$ cat config.mk
export PLATFORM = sky130hd
export DESIGN_NAME = instruction_fetcher
export DESIGN_NICKNAME = d
export VERILOG_FILES = /design/src/rtl/instruction_fetcher.sv
export SDC_FILE = /design/constraint.sdc
export NUM_CORES = 1
export LEC_CHECK = 0
export BUFFER_PORTS_ARGS = -buffer_cell sky130_fd_sc_hd__buf_4
export CAP_MARGIN = 20
export CORE_AREA = 2 2 55 67
export DETAILED_ROUTE_END_ITERATION = 7
export DIE_AREA = 0 0 57 69
export GPL_ROUTABILITY_DRIVEN = 0
export GPL_TIMING_DRIVEN = 0
export PLACE_DENSITY = 0.73
export SKIP_LAST_GASP = 1
export SLEW_MARGIN = 20
export SYNTH_ARGS = -nofsm -noshare
export SYNTH_HDL_FRONTEND = slang
export SYNTH_SLANG_ARGS = --single-unit
$ cat constraint.sdc
create_clock -name clk -period 2 [get_ports clk]
set_clock_uncertainty 0.2 [all_clocks]
set_input_delay 0.3 -clock clk [delete_from_list [all_inputs] [get_ports clk]]
set_output_delay 0.3 -clock clk [all_outputs]
set_load 0.01 [all_outputs]
$ cat src/rtl/instruction_fetcher.sv
// Sequential instruction fetcher: walks the instruction memory from address 0.
// Each byte goes to the decoder over valid/ready until the terminator or the end of memory.
module instruction_fetcher #(
  parameter int                    ADDR_WIDTH     = 8,
  parameter int                    DATA_WIDTH     = 8,
  parameter int                    MEM_DEPTH      = 128,
  parameter logic [DATA_WIDTH-1:0] END_OF_PROGRAM = 8'hFF
) (
  input  logic                  clk,
  input  logic                  reset,
  input  logic                  start,
  output logic [ADDR_WIDTH-1:0] mem_address,
  output logic                  mem_enable,
  input  logic [DATA_WIDTH-1:0] mem_data,
  output logic [DATA_WIDTH-1:0] instr,
  output logic                  instr_valid,
  input  logic                  instr_ready,
  output logic                  busy,
  output logic                  done,
  output logic                  error,
  output logic [ADDR_WIDTH-1:0] instr_count
);

  localparam logic [ADDR_WIDTH-1:0] LAST_ADDR = ADDR_WIDTH'(MEM_DEPTH - 1);

  typedef enum logic [2:0] {
    IDLE  = 3'd0,
    FETCH = 3'd1,
    HOLD  = 3'd2,
    DONE  = 3'd3,
    ERROR = 3'd4
  } state_t;

  state_t                state_reg,  state_next;
  logic [ADDR_WIDTH-1:0] pc_reg,     pc_next;
  logic [DATA_WIDTH-1:0] instr_reg,  instr_next;
  logic [ADDR_WIDTH-1:0] count_reg,  count_next;

  always_ff @(posedge clk or posedge reset) begin
    if (reset) begin
      state_reg <= IDLE;
      pc_reg    <= '0;
      instr_reg <= '0;
      count_reg <= '0;
    end else begin
      state_reg <= state_next;
      pc_reg    <= pc_next;
      instr_reg <= instr_next;
      count_reg <= count_next;
    end
  end

  always_comb begin
    state_next = state_reg;
    pc_next    = pc_reg;
    instr_next = instr_reg;
    count_next = count_reg;
    case (state_reg)
      IDLE, DONE, ERROR: begin
        if (start) begin
          state_next = FETCH;
          pc_next    = '0;
          count_next = '0;
        end
      end
      FETCH: begin
        // The terminator itself is never presented downstream.
        if (mem_data == END_OF_PROGRAM) begin
          state_next = DONE;
        end else begin
          instr_next = mem_data;
          state_next = HOLD;
        end
      end
      HOLD: begin
        if (instr_ready) begin
          count_next = count_reg + 1'b1;
          // Stop at the last word rather than letting pc wrap past the memory.
          if (pc_reg == LAST_ADDR) begin
            state_next = ERROR;
          end else begin
            pc_next    = pc_reg + 1'b1;
            state_next = FETCH;
          end
        end
      end
      default: state_next = IDLE;
    endcase
  end

  // All outputs decode from registered state only; no path from start/instr_ready.
  assign mem_enable  = (state_reg == FETCH);
  assign mem_address = (state_reg == IDLE) ? '0 : pc_reg;
  assign instr       = instr_reg;
  assign instr_valid = (state_reg == HOLD);
  assign busy        = (state_reg == FETCH) || (state_reg == HOLD);
  assign done        = (state_reg == DONE);
  assign error       = (state_reg == ERROR);
  assign instr_count = count_reg;

endmodule

# ---- After elaboration in Yosys (flattened, before gate mapping)
# Index checks and enable logic that the tools add are counted.
dict set report word_totals {
  ram_bits 0
  mem_count 0
  out_inout_bits 29
  reg_bits 27
  latchBits 0
  input_bits 12
  mem_bits_ro 0
}
dict set report op_classes {
  multipliers 0
  n_reduce_logical 8
  n_lt_le_gt_ge 0
  muxes 12
  shift 0
  n_div 0
  n_addsub 2
  n_eq_ne 9
  bitwise 1
}
# operator count
set op_table {}
lappend op_table {{two-way mux 8 bit} 5}
lappend op_table {{one-hot mux 8 bit (2 select lines)} 2}
lappend op_table {{adder 8 x 1 -> 8 bit (second input constant)} 2}
lappend op_table {{two-way mux 3 bit} 3}
lappend op_table {{one-hot mux 3 bit (3 select lines)} 1}
lappend op_table {{== test 8 x 7 -> 1 bit (second input constant)} 1}
lappend op_table {{== test 8 bit (second input constant)} 1}
lappend op_table {{== test 3 x 2 -> 1 bit (second input constant)} 2}
lappend op_table {{!= test 2 bit (second input constant)} 2}
lappend op_table {{AND reduction 2 bit} 2}
lappend op_table {{AND reduction 4 bit} 1}
lappend op_table {{== test 3 x 1 -> 1 bit (second input constant)} 1}
lappend op_table {{== test 3 bit (second input constant)} 1}
lappend op_table {{zero test 3 bit} 1}
lappend op_table {{AND reduction 3 bit} 1}
lappend op_table {{OR reduction 3 bit} 1}
lappend op_table {{!= test 2 x 1 -> 1 bit (second input constant)} 1}
lappend op_table {{nonzero test 2 bit} 1}
lappend op_table {{logical OR 1 bit} 1}
lappend op_table {{two-way mux 1 bit} 1}
lappend op_table {{inverter 1 bit} 1}

# ---- Depth between registers and ports, before layout
dict set report depth {
  word_depth 4
  ltp_mapped 8
}

# ---- Worst setup path after synthesis
# No wires, ideal clock.
dict set report synth_timing {
  kind {reg2reg}
  start {reg state_reg[1]}
  end {reg instr_reg[1], in the netlist instr[1]}
  setup_slack_ps 178
  setup_time_ps 125
  stages_incl_launch_ff 6
  required_time_ps 1675
  t_arrival_ps 1497
  period_less_slack_ps 1822
  path_cell_list {dfrtp_1 > or3_1 > buf_2 > or2_1 > buf_6 > mux2_4}
}
dict set report synth_via {
  elab_chain_len 2
}
# element line_no
set synth_lines {}
lappend synth_lines {{start, declared} 34} ;# state_t state_reg, state_next;
lappend synth_lines {{start signal, assigned} 46} ;# state_reg <= state_next;
lappend synth_lines {{== test 3 x 1 -> 1 bit} 58} ;# case (state_reg)
lappend synth_lines {{AND reduction 2 bit (no line)} --}
lappend synth_lines {{end signal, assigned} 48} ;# instr_reg <= instr_next;
lappend synth_lines {{end, declared} 36} ;# logic [DATA_WIDTH-1:0] instr_reg, instr_next;
# No other way between the ends.
# A chain may end at the register's enable or synchronous reset.

# ---- Final worst setup path
dict set report layout_timing {
  start {reg state_reg[1]}
  end {reg instr_reg[6], in the netlist instr[6]}
}
# The elaborated chain is that of the path after synthesis.

==> results.ini <==
[outcome]
status=complete, but fails checks
violations=negative setup slack

[drt]
routed_wirelength_um=3785
drt_iter0_drc=22
wl_per_cell_um=15.20
antenna_left=0
avgViaCountPerCell=5.675
first_pass_iters=4
via_count=1413
post-route-drc-count=0

[logic_synthesis]
ys_seq_elements=27
yosysTopAreaCell=dfrtp_1
syn_nets=166
yosysUniqueCellTypes=43
yosys-top-cells-count=dfrtp_1 (27), nor2_1 (15), nand2_1 (9), nand3_1 (9), o21ai_1 (8)
syn_inst=152
postSynth.asyncResetShare_pct=100.0
synth_area_mm2=0.001469
synth_most_common_cell=dfrtp_1
ys_warn_count=0
synth_top_area_share_pct=46.00
syn_avg_cell_area_um2=9.664
synth.area.top_cells=dfrtp_1 (46%), mux2_4 (6.1%), nor2_1 (3.8%)
synth_ff_type=dfrtp_1
synth-edff-count=0
seq_area_frac_synth_pct=46.00

[critical_path]
end_kind=flop
crit_path_start=state_reg[1]
cp_max_fo=6
setup.worst_path.start_class=flop
crit_type=flop to flop
cp.required_ns=1.96
crit_arrival_ns=1.98
timing.rr.start=state_reg[1]

[global_route]
grt_usage_pct=19.71
antenna_found_initial=0
grt_max_degree=28
grt_pass1_vias=1473
overflow=0
grt_pass1_wl_um=6417

[clock_tree]
h-tree-depth=1
cts_buffers=3
clockBufferDepth=2
cts.reportedPaths.clkPinSlew_ns=0.10
insertion_delay_ns=0.27
cts.sinks=27
cts_tree=built
root_buffer=clkbuf_8

[floorplanning]
dieArea_mm2=0.003933
io_pins=41
coreArea_mm2=0.003281
fp.dieH_um=69
rows=23
die_x_um=57
start_util_pct=44.77

[place]
dp_hpwl_um=2574
place_ws_ns=-0.1190
port_buffers=40

[run]
maxCapViolCount=0

[power_and_ir_drop]
vdd_drop_max_mv=1.057
p_leak_nw=1.009
power_density_mw_per_mm2=1349

[finish]
fillers=289
syn2layout_area_growth_pct=40.46
num_antenna_cells=0
fin_nets=227
drive_above_1_share_pct=39.15

[timing]
layout_setup_ws_ns=-0.02561
hold_violations=0
holdWs_ns=0.04012
finalCritPeriodShare_pct=101.3
drv_slew=0
fmax_mhz=493.7
max_slew.worst_pin.slew_ns=0.5770
relSlewSlack_pct=61.48
setup_viol_count_final=8
rsz0062_at_grt=true
period_needed_ns=2.026

[worst_hold_path]
hp-start=start
hold_path.class=input pin to flop

-- worst paths after layout --
| kind | endpoint | slack [ns] | cells after the start |
|---|---|---|---|
| worst max-delay path | instr[6] | -0.03 | 6 |
| worst min-delay path | state_reg[1] | 0.04 | 2 |
| worst max register to register | instr[6] | -0.03 | 6 |
| worst min register to register | instr[0] | 0.31 | 1 |
| max in group asynchronous | pc_reg[5] | 0.78 | 3 |
| min in group asynchronous | pc_reg[3] | 0.44 | 3 |
-- timing repair --
item | in CTS | in global routing
gates resized for setup | 16 | 10
pin swaps | 1 | 2
hold buffers | 0 | 1
endpoints found under the hold margin | 0 | 27
buffers inserted | 7 | 8
endpoints found under the setup margin | 14 | 27
-- worst max-delay path, stage by stage (launching register included) --
cell	delay, ns
dfrtp_1	0.39
buf_4	0.14
or3_1	0.35
buf_4	0.16
or2_1	0.22
buf_6	0.14
mux2_4	0.30
-- per-stage QoR --
stage | cells | utilization (%) | TNS (ns) | power [mW] | instance area (um^2)
2_1_floorplan | 152 | - | 0 | 1.682 | 1469
3_3_place_gp | 229 | 55.34 | -0.6148 | 2.141 | 1815
3_5_place_dp | 229 | 55.34 | -0.8278 | 2.178 | 1815
4_1_cts | 240 | 60.07 | -0.6566 | 2.654 | 1971
5_1_grt | 249 | 62.89 | -0.6197 | 2.978 | 2063
6_report | 249 | 62.89 | -0.1574 | 2.783 | 2063
-- per-layer routing --
metal	GRT usage, %	up-vias	routed length [um]
li1	-	680	-
met1	24.82	674	1567
met2	33.33	52	1962
met3	2.439	7	206
met4	8.527	0	48
met5	0	-	0
-- logic make-up after synthesis --
logic type / synth area share, %
multiplexers: 6.900
buffers and inverters: 5.367
AND/OR/NAND/NOR: 21.47
AO/OA/AOI/OAI: 18.57
flip-flops: 46.00
adder cells (fa/ha/maj): 1.703
-- layout by cell type, fill, tap and decap left out, drive strengths merged, types with 6 or more instances in the layout --
| cell | instances |
|---|---|
| buf | 63 |
| inv | 8 |
| nand2 | 9 |
| nand3 | 9 |
| nor2b | 6 |
| dfrtp | 27 |
| nor2 | 15 |
| mux2 | 7 |
| o21ai | 13 |
-- where the power goes --
group	total, mW	switching (mW)	internal [mW]	leakage [nW]
combinational	1.63	0.750	0.880	0.634
clock	0.310	0.171	0.139	0.0255
sequential	0.842	0.132	0.710	0.349
total	2.78	1.05	1.73	1.01
-- layout make-up --
class                   instances  area, um^2  share of cell area, %
clock inverters                 1       5.005                 0.2426
plain buffers                   9       90.09                  4.366
repair buffers                 56       426.7                  20.68
flip-flops and latches         27       675.6                  32.75
well taps                      37       46.29                  2.244
clock buffers                   3       41.29                  2.001
inverters                       8       32.53                  1.577
multi-input cells             108       745.7                  36.14
Note: power is estimated with default switching activity, not from simulation.
